**src/rtl/dac_bram_player.sv**
```systemverilog
// Playback sequencer: loops BRAM words [start_idx, stop_idx) onto a 512-bit AXIS master
// while enable is high, with credit-based read issue and a registered output stage.
module dac_bram_player #(
  parameter int unsigned DATA_W     = 512,
  parameter int unsigned ADDR_W     = 12,
  parameter int unsigned RD_LAT     = 2,
  parameter int unsigned FIFO_DEPTH = 4
) (
  input  logic              aclk,
  input  logic              aresetn,
  input  logic              enable,
  input  logic [31:0]       start_ptr,
  input  logic [31:0]       stop_ptr,
  output logic              bram_en,
  output logic [ADDR_W-1:0] bram_addr,
  input  logic [DATA_W-1:0] bram_dout,
  output logic [DATA_W-1:0] m_axis_tdata,
  output logic              m_axis_tvalid,
  input  logic              m_axis_tready,
  output logic              busy,
  output logic              cfg_err,
  output logic [31:0]       loop_count
);

  localparam int unsigned PW = (FIFO_DEPTH > 1) ? $clog2(FIFO_DEPTH) : 1;
  localparam int unsigned CW = $clog2(FIFO_DEPTH + RD_LAT + 2);

  typedef enum logic [1:0] {IDLE, RUN, DRAIN} state_t;
  state_t state, state_next;

  logic              enable_q;
  logic [ADDR_W-1:0] start_in, stop_in, start_idx, stop_idx, rd_ptr;
  logic [RD_LAT-1:0] vld;
  logic [DATA_W-1:0] mem [FIFO_DEPTH];
  logic [PW-1:0]     wr_idx, rd_idx;
  logic [CW-1:0]     fifo_count, inflight;
  logic              rise, n_ok, running, credit, issue, ret, load, fifo_push, fifo_pop;
  logic              unused_ptr_bits;

  assign start_in        = start_ptr[ADDR_W+5:6];
  assign stop_in         = stop_ptr[ADDR_W+5:6];
  assign unused_ptr_bits = ^{start_ptr[31:ADDR_W+6], start_ptr[5:0], stop_ptr[31:ADDR_W+6], stop_ptr[5:0]};

  always_comb begin
    inflight = CW'(bram_en);
    for (int unsigned i = 0; i < RD_LAT; i++) inflight = inflight + CW'(vld[i]);
  end

  assign rise      = enable & ~enable_q;
  assign n_ok      = stop_in > start_in;
  assign running   = (state == RUN) & enable;
  assign credit    = (fifo_count + inflight) < CW'(FIFO_DEPTH);
  assign issue     = running & credit;
  assign ret       = running & vld[RD_LAT-1];
  assign load      = ~m_axis_tvalid | m_axis_tready;
  assign fifo_pop  = running & load & (fifo_count != '0);
  assign fifo_push = ret & ~(load & (fifo_count == '0));

  always_ff @(posedge aclk or negedge aresetn) begin
    if (!aresetn) state <= IDLE;
    else          state <= state_next;
  end

  always_comb begin
    state_next = state;
    unique case (state)
      IDLE:    if (rise && n_ok) state_next = RUN;
      RUN:     if (!enable) state_next = DRAIN;
      DRAIN:   if ((inflight == '0) && load) state_next = IDLE;
      default: state_next = IDLE;
    endcase
  end

  always_comb begin
    busy = (state != IDLE);
  end

  // enable_q resets high so a level already asserted across reset is not a new start
  always_ff @(posedge aclk or negedge aresetn) begin
    if (!aresetn) begin
      enable_q   <= 1'b1;
      start_idx  <= '0;
      stop_idx   <= '0;
      rd_ptr     <= '0;
      bram_en    <= 1'b0;
      bram_addr  <= '0;
      vld        <= '0;
      cfg_err    <= 1'b0;
      loop_count <= '0;
    end else begin
      enable_q <= enable;
      bram_en  <= issue;
      vld[0]   <= bram_en;
      for (int unsigned i = 1; i < RD_LAT; i++) vld[i] <= vld[i-1];
      if (state == IDLE && rise) begin
        start_idx <= start_in;
        stop_idx  <= stop_in;
        if (n_ok) begin
          rd_ptr     <= start_in;
          loop_count <= '0;
          cfg_err    <= 1'b0;
        end else begin
          cfg_err <= 1'b1;
        end
      end
      if (issue) begin
        bram_addr <= rd_ptr;
        if (rd_ptr == stop_idx - ADDR_W'(1)) begin
          rd_ptr     <= start_idx;
          loop_count <= loop_count + 32'd1;
        end else begin
          rd_ptr <= rd_ptr + ADDR_W'(1);
        end
      end
    end
  end

  // Returned data bypasses the FIFO straight into the output register when it is free
  always_ff @(posedge aclk or negedge aresetn) begin
    if (!aresetn) begin
      m_axis_tvalid <= 1'b0;
      m_axis_tdata  <= '0;
      wr_idx        <= '0;
      rd_idx        <= '0;
      fifo_count    <= '0;
    end else if (running) begin
      if (load) begin
        if (fifo_count != '0) begin
          m_axis_tdata  <= mem[rd_idx];
          m_axis_tvalid <= 1'b1;
        end else if (ret) begin
          m_axis_tdata  <= bram_dout;
          m_axis_tvalid <= 1'b1;
        end else begin
          m_axis_tvalid <= 1'b0;
        end
      end
      if (fifo_push) wr_idx <= (wr_idx == PW'(FIFO_DEPTH - 1)) ? '0 : wr_idx + PW'(1);
      if (fifo_pop)  rd_idx <= (rd_idx == PW'(FIFO_DEPTH - 1)) ? '0 : rd_idx + PW'(1);
      case ({fifo_push, fifo_pop})
        2'b10:   fifo_count <= fifo_count + CW'(1);
        2'b01:   fifo_count <= fifo_count - CW'(1);
        default: fifo_count <= fifo_count;
      endcase
    end else begin
      if (load) m_axis_tvalid <= 1'b0;
      wr_idx     <= '0;
      rd_idx     <= '0;
      fifo_count <= '0;
    end
  end

  always_ff @(posedge aclk) begin
    if (fifo_push) mem[wr_idx] <= bram_dout;
  end

  push_not_full: assert property (@(posedge aclk) disable iff (!aresetn)
    !(fifo_push && (fifo_count == CW'(FIFO_DEPTH))));

endmodule

```
**config.mk**
```make
export PLATFORM = sky130hd
export DESIGN_NAME = dac_bram_player
export DESIGN_NICKNAME = d
export VERILOG_FILES = /design/src/rtl/dac_bram_player.sv
export SDC_FILE = /design/constraint.sdc
export NUM_CORES = 2
export LEC_CHECK = 0
export BUFFER_PORTS_ARGS = -buffer_cell sky130_fd_sc_hd__buf_2
export CAP_MARGIN = 20
export CORE_MARGIN = 1
export CORE_UTILIZATION = 29
export CTS_CLUSTER_SIZE = 25
export DETAILED_ROUTE_END_ITERATION = 10
export SYNTH_ARGS = -nofsm -noshare
export SYNTH_HDL_FRONTEND = slang
export SYNTH_SLANG_ARGS = --single-unit
```
**constraint.sdc**
```tcl
create_clock -name aclk -period 24.6 [get_ports aclk]
set_clock_uncertainty 0.15 [all_clocks]
set_input_delay 3.69 -clock aclk [delete_from_list [all_inputs] [get_ports aclk]]
set_output_delay 3.69 -clock aclk [all_outputs]
set_load 0.05 [all_outputs]
```
---- Word level (Yosys, flattened, before mapping) ----
Memory sizes are Yosys's and may differ from the RTL's.
Cells that the tools add are included.
word-level totals
  input port bits ......................... 580
  output and inout port bits .............. 560
  register bits after elaboration ......... 607
  latch bits .............................. 0
  memory bits (read-only) ................. 0
  memories ................................ 1
  word-level logic and storage cells ...... 97
  RAM bits ................................ 2048
memories
  name  words  bits a word  rd ports  clocked after Yosys merged registers in  wr ports  RTL line  text
  mem   4      512          1         0                                        1         34        logic [DATA_W-1:0] mem [FIFO_DEPTH];
cells by class
  shifts and indexed selects .............. 0
  $mul .................................... 0
  mux-type cells .......................... 30
  order comparisons ....................... 2
  $add $sub $neg .......................... 10
  reductions and logical operators ........ 14
  bitwise logic cells ..................... 12
  equality and inequality tests ........... 13
  divide/modulo/power cells ............... 0
operators with widths
  operator               count
  $mux 512               2
  $mux 32                4
  $mux 12                4
  $add 32x1->32 const B  1
  $mux 2                 9
  $add 12x1->12 const B  1
  $eq 12x12->1           1
  $gt 12x12->1           1
  $sub 12x1->12 const B  1
  $and 1x1->1            8
  $eq 2x2->1 const B     4
  $mux 1                 8
  $reduce_bool 2->1      4
  $logic_not 3->1        2
  $ne 2x2->1 const B     3
  $pmux 2 s3             1
  $pmux 3 s2             1
  $reduce_and 3->1       2
  $add 2x1->2 const B    2
  $eq 2x1->1 const B     2
  $ne 2x1->1 const B     2
  $add 2x1->3            1
  $add 3x1->3 const B    1
  $add 3x3->3            1
  11 further kinds       15

---- Depth between registers and ports, before layout ----
  depth after elaboration ................. 8
  gate-level depth with buffers ........... 11
  mapped depth without buffers ............ 9

---- Least setup slack after synthesis ----
OpenSTA, ideal clock, no wires.
  path kind ............................... input-to-reg
  start point ............................. in m_axis_tready
  end point ............................... mem mem[0][0] (enable)
  stages on the path ...................... 4
  path slack .............................. 7594 ps
  path buffers ............................ 0
  arrival time ............................ 15911 ps
  cell sequence ........................... nor2b_1 o21ai_0 nor2_1 and2_1
on the way
  longest elaborated chain between the ends .. 6
RTL lines
  what                          RTL line  text
  start, declared               19        input logic m_axis_tready,
  $or 1x1->1                    55        assign load = ~m_axis_tvalid | m_axis_tready;
  $and 1x1->1                   57        assign fifo_push = ret & ~(load & (fifo_count == '0));
  $not 1->1                     57
  $and 1x1->1                   57
  $mux 1                        154       if (fifo_push) mem[wr_idx] <= bram_dout;
  $mux 1 (not written as such)  154
  end, declared                 34
No other way between the ends.

---- Worst setup path in the final report ----
  start point ............................. in m_axis_tready
  end point ............................... reg m_axis_tdata[43]
on the way
  longest elaborated chain between the ends .. 2
RTL lines
  what                               RTL line  text
  $or 1x1->1                         55
  $reduce_and 3->1 (no source line)  --
  end signal, assigned               129       m_axis_tdata <= mem[rd_idx];
  end signal, assigned               132       m_axis_tdata <= bram_dout;
  end, declared                      17        output logic [DATA_W-1:0] m_axis_tdata,
No other way between the ends.
A chain may end at the register's enable or synchronous reset.

==> results.cfg <==
[floorplanning]
io_pins = 1140
dieArea_sq_um = 355200
die_w_microns = 596.0
initial_utilization_pct = 29.21
die_y_microns = 596.0
core_sq_um = 350200
row_count = 217

[synthesis]
yosysSeqAreaShare_pct = 74.95
syn_area_sq_um = 102300
synth_cell_types = 67
syn-num-nets = 6097
ys_ff_latch = 2655
syn_inst = 5494
ys_dominant_reg_cell = edfxtp_1
avgSynthCellArea_sq_um = 18.62
synth_edf_count = 2048
synthArstFlopShare_pct = 22.86
synth-warning-count = 0

[setup_path]
cpMostUsedCell = buf_4
crit_fanout = 92
reg2reg_from = fifo_count[0]
cp_data_arrival_time_ns = 9.61
max_stage_delay_ns = 0.80
cp-end-kind = flip-flop
crit_path_top_delay_cell = buf_4
r2r_slack_ns = 17.50
cp_cell_sequence = buf_2 -> nor2b_1 -> nor2_1 -> o21ai_4 -> buf_4 -> buf_4 -> buf_4 -> buf_4 -> buf_4 -> buf_4 -> o21ai_0
r2r-end = m_axis_tdata[43]
path_class = in -> reg
reg2reg_depth = 9
start_kind = primary input
cp.required_ns = 25.12

[pwr]
total_power_mw = 10.77
pwr-share-clk_pct = 40.2
pwr-share-comb_pct = 11.8
power.leakage_nw = 43.13
swShare_pct = 27.19
net-switching-power_mw = 2.929
powerDensity_nw_per_um2 = 87.66
seq_power_share_pct = 48.0
ir_worst_vdd_mv = 0.09002
internal_power_mw = 7.841

[global_route]
grt_use_met3_pct = 4.738
gr-total-overflow = 0
met1_usage_pct = 18.05
antenna_found_initial = 143
grt_max_degree = 200
grt_use_total_pct = 14.17
grt_pass1_wl_mm = 382.3
busiest_layer = met2
grt_pass1_vias = 55830
met2_usage_pct = 22.86

[cells_and_area]
num-fill-cells = 32990
syn_to_final_growth_pct = 20.07
mostFrequentLayoutCell = edfxtp_1
layout-drive-gt1-share_pct = 31.91
nets = 7261
fin_cells = 11540
mostFrequentLayoutCells = edfxtp_1 (2048), buf_2 (1098), dfrtp_1 (604), nand2_1 (599), mux2i_1 (548)

[route]
num_vias = 54590
antenna_left = 0
drt_first_iter_violations = 4558
first_pass_iters = 6
post_drt_wl_per_cell_microns = 22.53
routed_wl_mm = 260.0
drc = 0
avgViaCountPerCell = 4.732

[sta]
drv_slew = 0
maxSlewHeadroom_pct = 22.39
rsz0062_at_grt = no
period_share_pct = 36.94
worstMarginPinSlew_ns = 1.164
min_period_ns = 9.088
setup_viol = 0
tns_ns = 0
max_freq_mhz = 110.0
hold_violations = 0

[worst_hold_path]
min_path_type = reg -> reg
hold_end = vld[1]
hp-start = vld[0]
hold_depth = 0

[clocking]
clk_path_buf_depth = 4
ctsHoldBuffers = 0
clk_pin_slew_ns = 0.06
numCtsBuffers = 287
clock_latency_ns = 0.88
htreeDepth = 5
cts_root_buf = clkbuf_16
clock_sinks = 2655
ctsResizeCount = 0
cts_tree = done
cts_setup_buffers = 0

[run]
cap_violations = 0

[place]
gp_congestion = 0.7888
port_buffers = 1099
dp_hpwl_mm = 164.8
dp_cells = 10970

[status]
outcome = complete, no violations
==> cells by family after synthesis <==
group                      synth area share (%)
AOI/OAI and AO/OA                         2.945
xor gates and xnor gates                 0.2360
adders and majority gates                0.2959
buffers and inverters                     1.378
DFF                                       74.95
muxes                                     16.99
and+or+nand+nor                           3.200
==> cell usage after synthesis (2+ instances only) <==
master,number,area (sq um)
o211ai_1,2,15.01
or3_1,4,25.02
o21ai_0,515,2577
nor4_2,2,25.02
nor4_1,5,31.28
inv_1,27,101.4
nor2_1,49,183.9
mux2_2,33,371.6
and3_1,7,43.79
nand3_1,31,155.2
a21o_1,2,15.01
or4_1,3,22.52
a211o_1,2,17.52
xnor2_1,16,140.1
nand2_1,599,2248
ha_1,21,262.8
nor2b_1,2,12.51
xor2_1,9,78.83
a21oi_1,9,45.04
clkbuf_1,191,716.9
mux4_2,512,11530
buf_1,74,277.8
nand2b_1,7,43.79
buf_4,2,15.01
nand3_2,9,90.09
or2_2,6,37.54
edfxtp_1,2048,61500
nand3b_1,2,15.01
o41ai_1,2,17.52
and4_1,3,26.28
mux2i_1,548,5485
and2_1,9,56.30
a31oi_1,4,25.02
nand4_1,14,87.58
a211oi_1,18,135.1
buf_2,50,250.2
buf_6,4,45.04
o22ai_1,3,18.77
a31o_2,2,17.52
fa_1,2,40.04
dfrtp_1,606,15160
nor3_1,15,75.07
==> layer usage <==
layer	share of wire, %	vias up	routed length [microns]
li1	-	23930	-
met1	41	28100	105800
met2	47	1912	123200
met3	8.7	550	22740
met4	2.9	102	7590
met5	0.25	-	655
==> power by group through the flow <==
stage | Clock (mW) | Combinational, mW | Sequential, mW
after detailed placement | 0 | 1.28 | 5.25
after floorplan | 0 | 0.252 | 5.80
after global placement | 0 | 1.27 | 5.25
final | 4.33 | 1.27 | 5.16
after CTS | 4.43 | 1.28 | 5.16
after global routing | 4.59 | 1.35 | 5.18
==> registers in the layout (all words and copies together) (netlist names) <==
| register | cells |
|---|---|
| bram_addr | 12 |
| loop_count | 32 |
| fifo_count | 3 |
| wr_idx | 2 |
| rd_idx | 2 |
| start_idx | 12 |
| vld | 2 |
| stop_idx | 12 |
| cfg_err | 1 |
| rd_ptr | 12 |
| bram_en | 1 |
| m_axis_tvalid | 1 |
| mem | 2048 |
| enable_q | 1 |
| m_axis_tdata | 512 |
| state | 2 |
==> critical path, delay by kind of cell <==
kind            cells  cell delay (ns)
buf+inv             7             4.40
compound gates      2             0.55
simple gates        2             0.57
==> stage by stage <==
step / hold slack (ns) / util, % / worst slack [ns] / area (sq um)
after floorplan: 0.2356 / - / 7.594 / 102300
after global placement: 0.2452 / 32.31 / 14.69 / 113200
after detailed placement: 0.2490 / 32.31 / 14.59 / 113200
after CTS: 0.2713 / 35.04 / 15.56 / 122700
after global routing: 0.2906 / 35.06 / 15.04 / 122800
final: 0.2698 / 35.08 / 15.51 / 122900
==> worst max path at each step <==
| stage | startpoint | end | slack [ns] | cells past startpoint |
|---|---|---|---|---|
| finish | m_axis_tready | m_axis_tdata[43] | 15.51 | 11 |
| global route | m_axis_tready | m_axis_tdata[299] | 15.04 | 11 |
| CTS | m_axis_tready | m_axis_tdata[29] | 15.56 | 11 |
| detailed placement | m_axis_tready | m_axis_tdata[43] | 14.59 | 11 |
| global placement | m_axis_tready | m_axis_tdata[36] | 14.69 | 11 |
| floorplan | m_axis_tready | mem[0][0] | 7.59 | 4 |
==> area by class of cell <==
| class | count | area (sq um) | area share (%) |
|---|---|---|---|
| Timing Repair Buffer | 1196 | 6376 | 5.190 |
| Inverter | 28 | 105.1 | 0.08555 |
| Tap cell | 4599 | 5754 | 4.684 |
| Sequential cell | 2655 | 76700 | 62.43 |
| Antenna cell | 41 | 102.6 | 0.08351 |
| Multi-Input combinational cell | 2490 | 24250 | 19.74 |
| Clock buffer | 404 | 8109 | 6.600 |
| Clock inverter | 124 | 1460 | 1.189 |
No activity file was read; power rests on OpenSTA's default activity.
